## config.mk

```make
export PLATFORM = sky130hd
export DESIGN_NAME = rotary_operand_loader
export DESIGN_NICKNAME = d
export VERILOG_FILES = /design/src/rtl/rotary_operand_loader.sv
export SDC_FILE = /design/constraint.sdc
export NUM_CORES = 1
export LEC_CHECK = 0
export BUFFER_PORTS_ARGS = -buffer_cell sky130_fd_sc_hd__buf_4
export CAP_MARGIN = 20
export CORE_AREA = 5 5 68 70
export CTS_BUF_LIST = sky130_fd_sc_hd__clkbuf_2
export CTS_CLUSTER_DIAMETER = 120
export DETAILED_ROUTE_END_ITERATION = 6
export DIE_AREA = 0 0 73 75
export HOLD_SLACK_MARGIN = 0.08
export PLACE_DENSITY = 0.78
export SETUP_SLACK_MARGIN = 0.02
export SYNTH_ARGS = -nofsm -noshare
export SYNTH_HDL_FRONTEND = slang
export SYNTH_HIERARCHICAL = 1
export SYNTH_SLANG_ARGS = --single-unit
```

## constraint.sdc

```tcl
create_clock -name clk -period 3.39 [get_ports clk]
set_input_delay 0.1695 -clock clk [delete_from_list [all_inputs] [get_ports clk]]
set_output_delay 0.1695 -clock clk [all_outputs]
set_load 0.02 [all_outputs]
```

## src/rtl/rotary_operand_loader.sv

```systemverilog
// Rotary quadrature operand entry front end.
// Each quadrature pin is synchronised and debounced. A full detent (both pins
// high after both low) produces a one-cycle load strobe. Five strobes stage two
// 7-bit operands and an op bit, which are then published together.

// Per-pin synchroniser and debounce filter.
module rotary_operand_loader_pin #(
  parameter int DEBOUNCE_CYCLES = 16,
  parameter int CW              = $clog2(DEBOUNCE_CYCLES + 1)
) (
  input  logic clk,
  input  logic rst_n,
  input  logic raw,
  output logic filt
);
  logic [1:0]    sync_q, sync_d;
  logic [CW-1:0] cnt_q, cnt_d;
  logic          filt_q, filt_d;

  // Counter runs only while the synchronised pin disagrees with the filtered
  // value. The filter flips on the edge where the count would reach the limit.
  always_comb begin
    sync_d = {sync_q[0], raw};
    cnt_d  = '0;
    filt_d = filt_q;
    if (sync_q[1] != filt_q) begin
      if (cnt_q == CW'(DEBOUNCE_CYCLES - 1)) begin
        filt_d = sync_q[1];
      end else begin
        cnt_d = cnt_q + 1'b1;
      end
    end
  end

  // Synchroniser, counter and filtered-value registers.
  always_ff @(posedge clk) begin
    if (!rst_n) begin
      sync_q <= '0;
      cnt_q  <= '0;
      filt_q <= 1'b0;
    end else begin
      sync_q <= sync_d;
      cnt_q  <= cnt_d;
      filt_q <= filt_d;
    end
  end

  assign filt = filt_q;
endmodule

module rotary_operand_loader #(
  parameter int DEBOUNCE_CYCLES = 16
) (
  input  logic       clk,
  input  logic       rst_n,
  input  logic       ROT_A,
  input  logic       ROT_B,
  input  logic [3:0] num,
  output logic [6:0] a,
  output logic [6:0] b,
  output logic       op,
  output logic       operands_valid,
  output logic [2:0] phase,
  output logic       load_strobe
);
  localparam int NUM_PINS = 2;

  typedef enum logic [2:0] {
    LD_A_LO = 3'd0,
    LD_A_HI = 3'd1,
    LD_B_LO = 3'd2,
    LD_B_HI = 3'd3,
    LD_OP   = 3'd4,
    SHOW    = 3'd5
  } phase_e;

  logic [NUM_PINS-1:0] raw_pins;
  logic [NUM_PINS-1:0] filt_pins;

  assign raw_pins = {ROT_B, ROT_A};

  for (genvar p = 0; p < NUM_PINS; p++) begin : g_pin
    rotary_operand_loader_pin #(
      .DEBOUNCE_CYCLES(DEBOUNCE_CYCLES)
    ) u_pin (
      .clk  (clk),
      .rst_n(rst_n),
      .raw  (raw_pins[p]),
      .filt (filt_pins[p])
    );
  end

  logic   evt_q, evt_d;
  logic   evt_prev_q;
  logic   strobe_q, strobe_d;
  phase_e state_q, state_d;
  logic [6:0] sa_q, sa_d, sb_q, sb_d;
  logic [6:0] a_q, a_d, b_q, b_d;
  logic       op_q, op_d;
  logic       valid_q, valid_d;

  // Detent event: set with both pins high, cleared with both low, held in the
  // mixed states so direction never matters. Strobe fires on its rising edge.
  always_comb begin
    evt_d = evt_q;
    if (&filt_pins)       evt_d = 1'b1;
    else if (~|filt_pins) evt_d = 1'b0;
    strobe_d = evt_q & ~evt_prev_q;
  end

  // Event, edge-history and strobe registers.
  always_ff @(posedge clk) begin
    if (!rst_n) begin
      evt_q      <= 1'b0;
      evt_prev_q <= 1'b0;
      strobe_q   <= 1'b0;
    end else begin
      evt_q      <= evt_d;
      evt_prev_q <= evt_q;
      strobe_q   <= strobe_d;
    end
  end

  // Entry sequencer: each strobe captures one nibble into staging; the op
  // detent publishes the staged operands in one step so a/b never tear.
  always_comb begin
    state_d = state_q;
    sa_d    = sa_q;
    sb_d    = sb_q;
    a_d     = a_q;
    b_d     = b_q;
    op_d    = op_q;
    valid_d = valid_q;
    case (state_q)
      LD_A_LO: if (strobe_q) begin sa_d[3:0] = num;      state_d = LD_A_HI; end
      LD_A_HI: if (strobe_q) begin sa_d[6:4] = num[2:0]; state_d = LD_B_LO; end
      LD_B_LO: if (strobe_q) begin sb_d[3:0] = num;      state_d = LD_B_HI; end
      LD_B_HI: if (strobe_q) begin sb_d[6:4] = num[2:0]; state_d = LD_OP;   end
      LD_OP: if (strobe_q) begin
        a_d     = sa_q;
        b_d     = sb_q;
        op_d    = num[0];
        valid_d = 1'b1;
        state_d = SHOW;
      end
      SHOW: if (strobe_q) begin
        valid_d = 1'b0;
        state_d = LD_A_LO;
      end
      default: state_d = LD_A_LO;
    endcase
  end

  // Sequencer, staging and output registers; reset overrides any strobe.
  always_ff @(posedge clk) begin
    if (!rst_n) begin
      state_q <= LD_A_LO;
      sa_q    <= '0;
      sb_q    <= '0;
      a_q     <= '0;
      b_q     <= '0;
      op_q    <= 1'b0;
      valid_q <= 1'b0;
    end else begin
      state_q <= state_d;
      sa_q    <= sa_d;
      sb_q    <= sb_d;
      a_q     <= a_d;
      b_q     <= b_d;
      op_q    <= op_d;
      valid_q <= valid_d;
    end
  end

  assign a              = a_q;
  assign b              = b_q;
  assign op             = op_q;
  assign operands_valid = valid_q;
  assign phase          = state_q;
  assign load_strobe    = strobe_q;
endmodule

```

==> flow_summary.yaml <==
synthesis:
  synth-edff-count: 0
  syn_area_um2: 1910
  synth_compound_area_frac: 0.0759
  yosys.area_share.simple: 0.241
  synthArstFlopShare: 0
  ys_types: 27
  ys_seq_area_frac: 0.544
  syn-instance-count: 194
  avgSynthCellArea_um2: 9.86
  ys_ff_latch: 52
  synthFlopType: "dfxtp_1"
  synth_top_family_by_area: "simple AND/OR/NAND/NOR gates"
  muxShareOfSynthArea: 0.0314
  syn_nets: 207
  ys_warn_count: 6
  synth_xor_xnor_area_share: 0.0366
  synthAdderAreaFrac: 0.0327
layout:
  diodes: 0
  design_area_um2: 2230
  fill_cells: 360
  nets: 236
  layout.cells.non_filler: 274
  drive_gt1_frac: 0.179
  area_growth_pct: 16.4
critical_path:
  slowest_stage: "dfxtp_1"
  path_cells: "buf_4"
  crit_arrival_ps: 1310
  worstSetupPathType: "register to output port"
  cp.buffers_inverters: 1
  required_ps: 3220
  cp-end-kind: "output port"
  worstPathMaxFanout: 10
  cp_slowest_stage_delay_ps: 670
  critPathLaunchType: "register"
  path_delay_family: "flip-flops"
grt:
  antenna_found_initial: 0
  grt_overflow: 0
  first_global_vias: 1310
  grt_max_degree: 58
  grt_usage: 0.135
  grt_pass1_wl_mm: 5.76
clock_tree:
  cts_tree: "yes"
  root_buffer: "clkbuf_2"
  cts_sinks: 52
  cts-htree-levels: 2
  insertion_delay_ps: 420
  cts_setup_buffers: 0
  cts_buffers: 5
  cts_resized: 0
  cts.path.max_buffers: 2
  cts.clk_slew.worst_paths_ps: 250
route:
  antenna_left: 0
  wl_met3_um: 176
  drc: 0
  drt_pass1_iterations: 4
  top_layer_used: "met4"
  drt_wl_total_mm: 3.25
  met1_length_mm: 1.53
  drtIter0Drc: 59
  via_per_inst: 5.04
  vias: 1380
  wl_met2_mm: 1.49
  routedWlPerCell_um: 11.8
sta:
  hold_ws_ps: 220
  slew_headroom: 0.650
  finalSetupViolCount: 0
  period_share: 0.435
  clock_skew_ps: 23.4
  fin_tns_setup_ps: 0
  grt_setup_unrepaired: "false"
  drv_slew: 0
  finalCriticalPeriod_ps: 1470
  fmax_mhz: 678
  hold_viol_final: 0
  worstMarginPinSlew_ps: 525
place:
  placedCellCount: 260
  gp_congestion: 0.735
  dpl_cell_area_um2: 2120
  port_buffers: 27
  dp_hpwl_mm: 2.18
hold_path:
  hp-class: "input port to register"
power:
  max-vdd-ir-drop_v: 0.000222
  power.leakage_nw: 0.855
  power_density_nw_per_um2: 398
floorplanning:
  ios: 28
  num_rows: 23
  dieArea_um2: 5480
  die_w_um: 73
  die_y_um: 75
  start_util: 0.489
  design.core.area_um2: 3910
run:
  drv_cap: 0
status:
  outcome: "finished, final reports clean"
## worst paths after layout
| path | from | end | slack, ps | cells past startpoint |
|---|---|---|---|---|
| hold / removal | rst_n | b[5]$_SDFFE_PN0P_ | 220 | 3 |
| setup reg to reg | phase[2]$_SDFFE_PN0P_ | a[6]$_SDFFE_PN0P_ | 1930 | 3 |
| setup / recovery | phase[2]$_SDFFE_PN0P_ | phase[2] | 1920 | 1 |
| hold reg to reg | evt_prev_q$_SDFF_PN0_ | load_strobe$_SDFF_PN0_ | 440 | 1 |
## cells in the mapped netlist (3+ instances only)
library cell | count | area [um2]
inv_1 | 4 | 15.0
xor2_1 | 6 | 52.6
buf_2 | 6 | 30.0
nor2_1 | 10 | 37.5
ha_1 | 5 | 62.6
mux2i_1 | 6 | 60.1
nand3_1 | 28 | 140
dfxtp_1 | 52 | 1040
and2_1 | 5 | 31.3
nor2b_1 | 4 | 25.0
nand2_1 | 20 | 75.1
and3_1 | 3 | 18.8
o21ai_0 | 24 | 120
## state kept, by name, indices dropped and copies added, names as in the netlist
name and cells:
g_pin.u_pin/sync_q 4, evt_q 1, g_pin.u_pin/cnt_q 10, sa_q 7, operands_valid 1, evt_prev_q 1
op 1, load_strobe 1, phase 3, b 7, a 7, sb_q 7
g_pin.u_pin/filt 2
## cells by family (layout without fill, tap and decap cells)
logic type	count (synthesis)	after routing
buffers and inverters	15	45
muxes	6	6
xor gates and xnor gates	8	8
adders and majority gates	5	5
AOI/OAI and AO/OA	28	28
and+or+nand+nor	80	80
DFF	52	52
## final cells by class
type                    instances  area (um2)  area share
clock buffers                   6        30.0      0.0135
clock inverters                 2        16.3     0.00730
inverters                       4        15.0     0.00674
multi-input cells             127         800       0.359
flip-flops and latches         52        1040       0.467
well taps                      50        62.6      0.0281
repair buffers                 33         263       0.118
## power breakdown
group	switching, mW	internal [mW]	total [mW]	leakage [nW]
clock	0.186	0.0551	0.241	0.0292
combinational	0.0155	0.0135	0.0290	0.406
sequential	0.00137	0.616	0.618	0.420
## metrics by stage
| stage | setup WS (ps) | power (mW) | util |
|---|---|---|---|
| after CTS | 1880 | 0.901 | 0.569 |
| after detailed placement | 1930 | 0.652 | 0.542 |
| after global routing | 1760 | 0.931 | 0.569 |
| after floorplan | 2120 | 0.642 | - |
| final | 1920 | 0.887 | 0.569 |
| after global placement | 1990 | 0.652 | 0.542 |
## layer usage
| layer | vias to the layer above | track usage |
|---|---|---|
| met1 | 636 | 0.167 |
| met5 | - | 0 |
| met3 | 6 | 0.0521 |
| li1 | 715 | - |
| met2 | 23 | 0.216 |
| met4 | 0 | 0.0430 |
## cells in the final DEF (no fill, tap or decap)
cell type,netlist,layout
nand3_1,28,28
and2_1,5,5
clkbuf_2,1,6
inv_1,4,4
xor2_1,6,6
nand4b_1,1,1
ha_1,5,5
nor2_1,10,10
clkinvlp_4,0,1
mux2i_1,6,6
nor2b_1,4,4
nand2_1,20,20
and4bb_1,1,1
nand4bb_4,1,1
and3_1,3,3
xnor2_1,2,2
nor3b_1,1,1
nand3b_1,2,2
clkinv_4,0,1
a21boi_0,2,2
dfxtp_1,52,52
o21ai_0,24,24
nor3_4,1,1
dlygate4sd3_1,0,6
nor4b_4,1,1
buf_4,2,27
nand3b_2,2,2
o21ai_1,2,2
## repair_timing
action / CTS / global route
setup endpoints to repair: 0 / 0
hold endpoints to repair: 17 / 0
hold buffers: 6 / 0
Power figures use the tool's default switching activity.
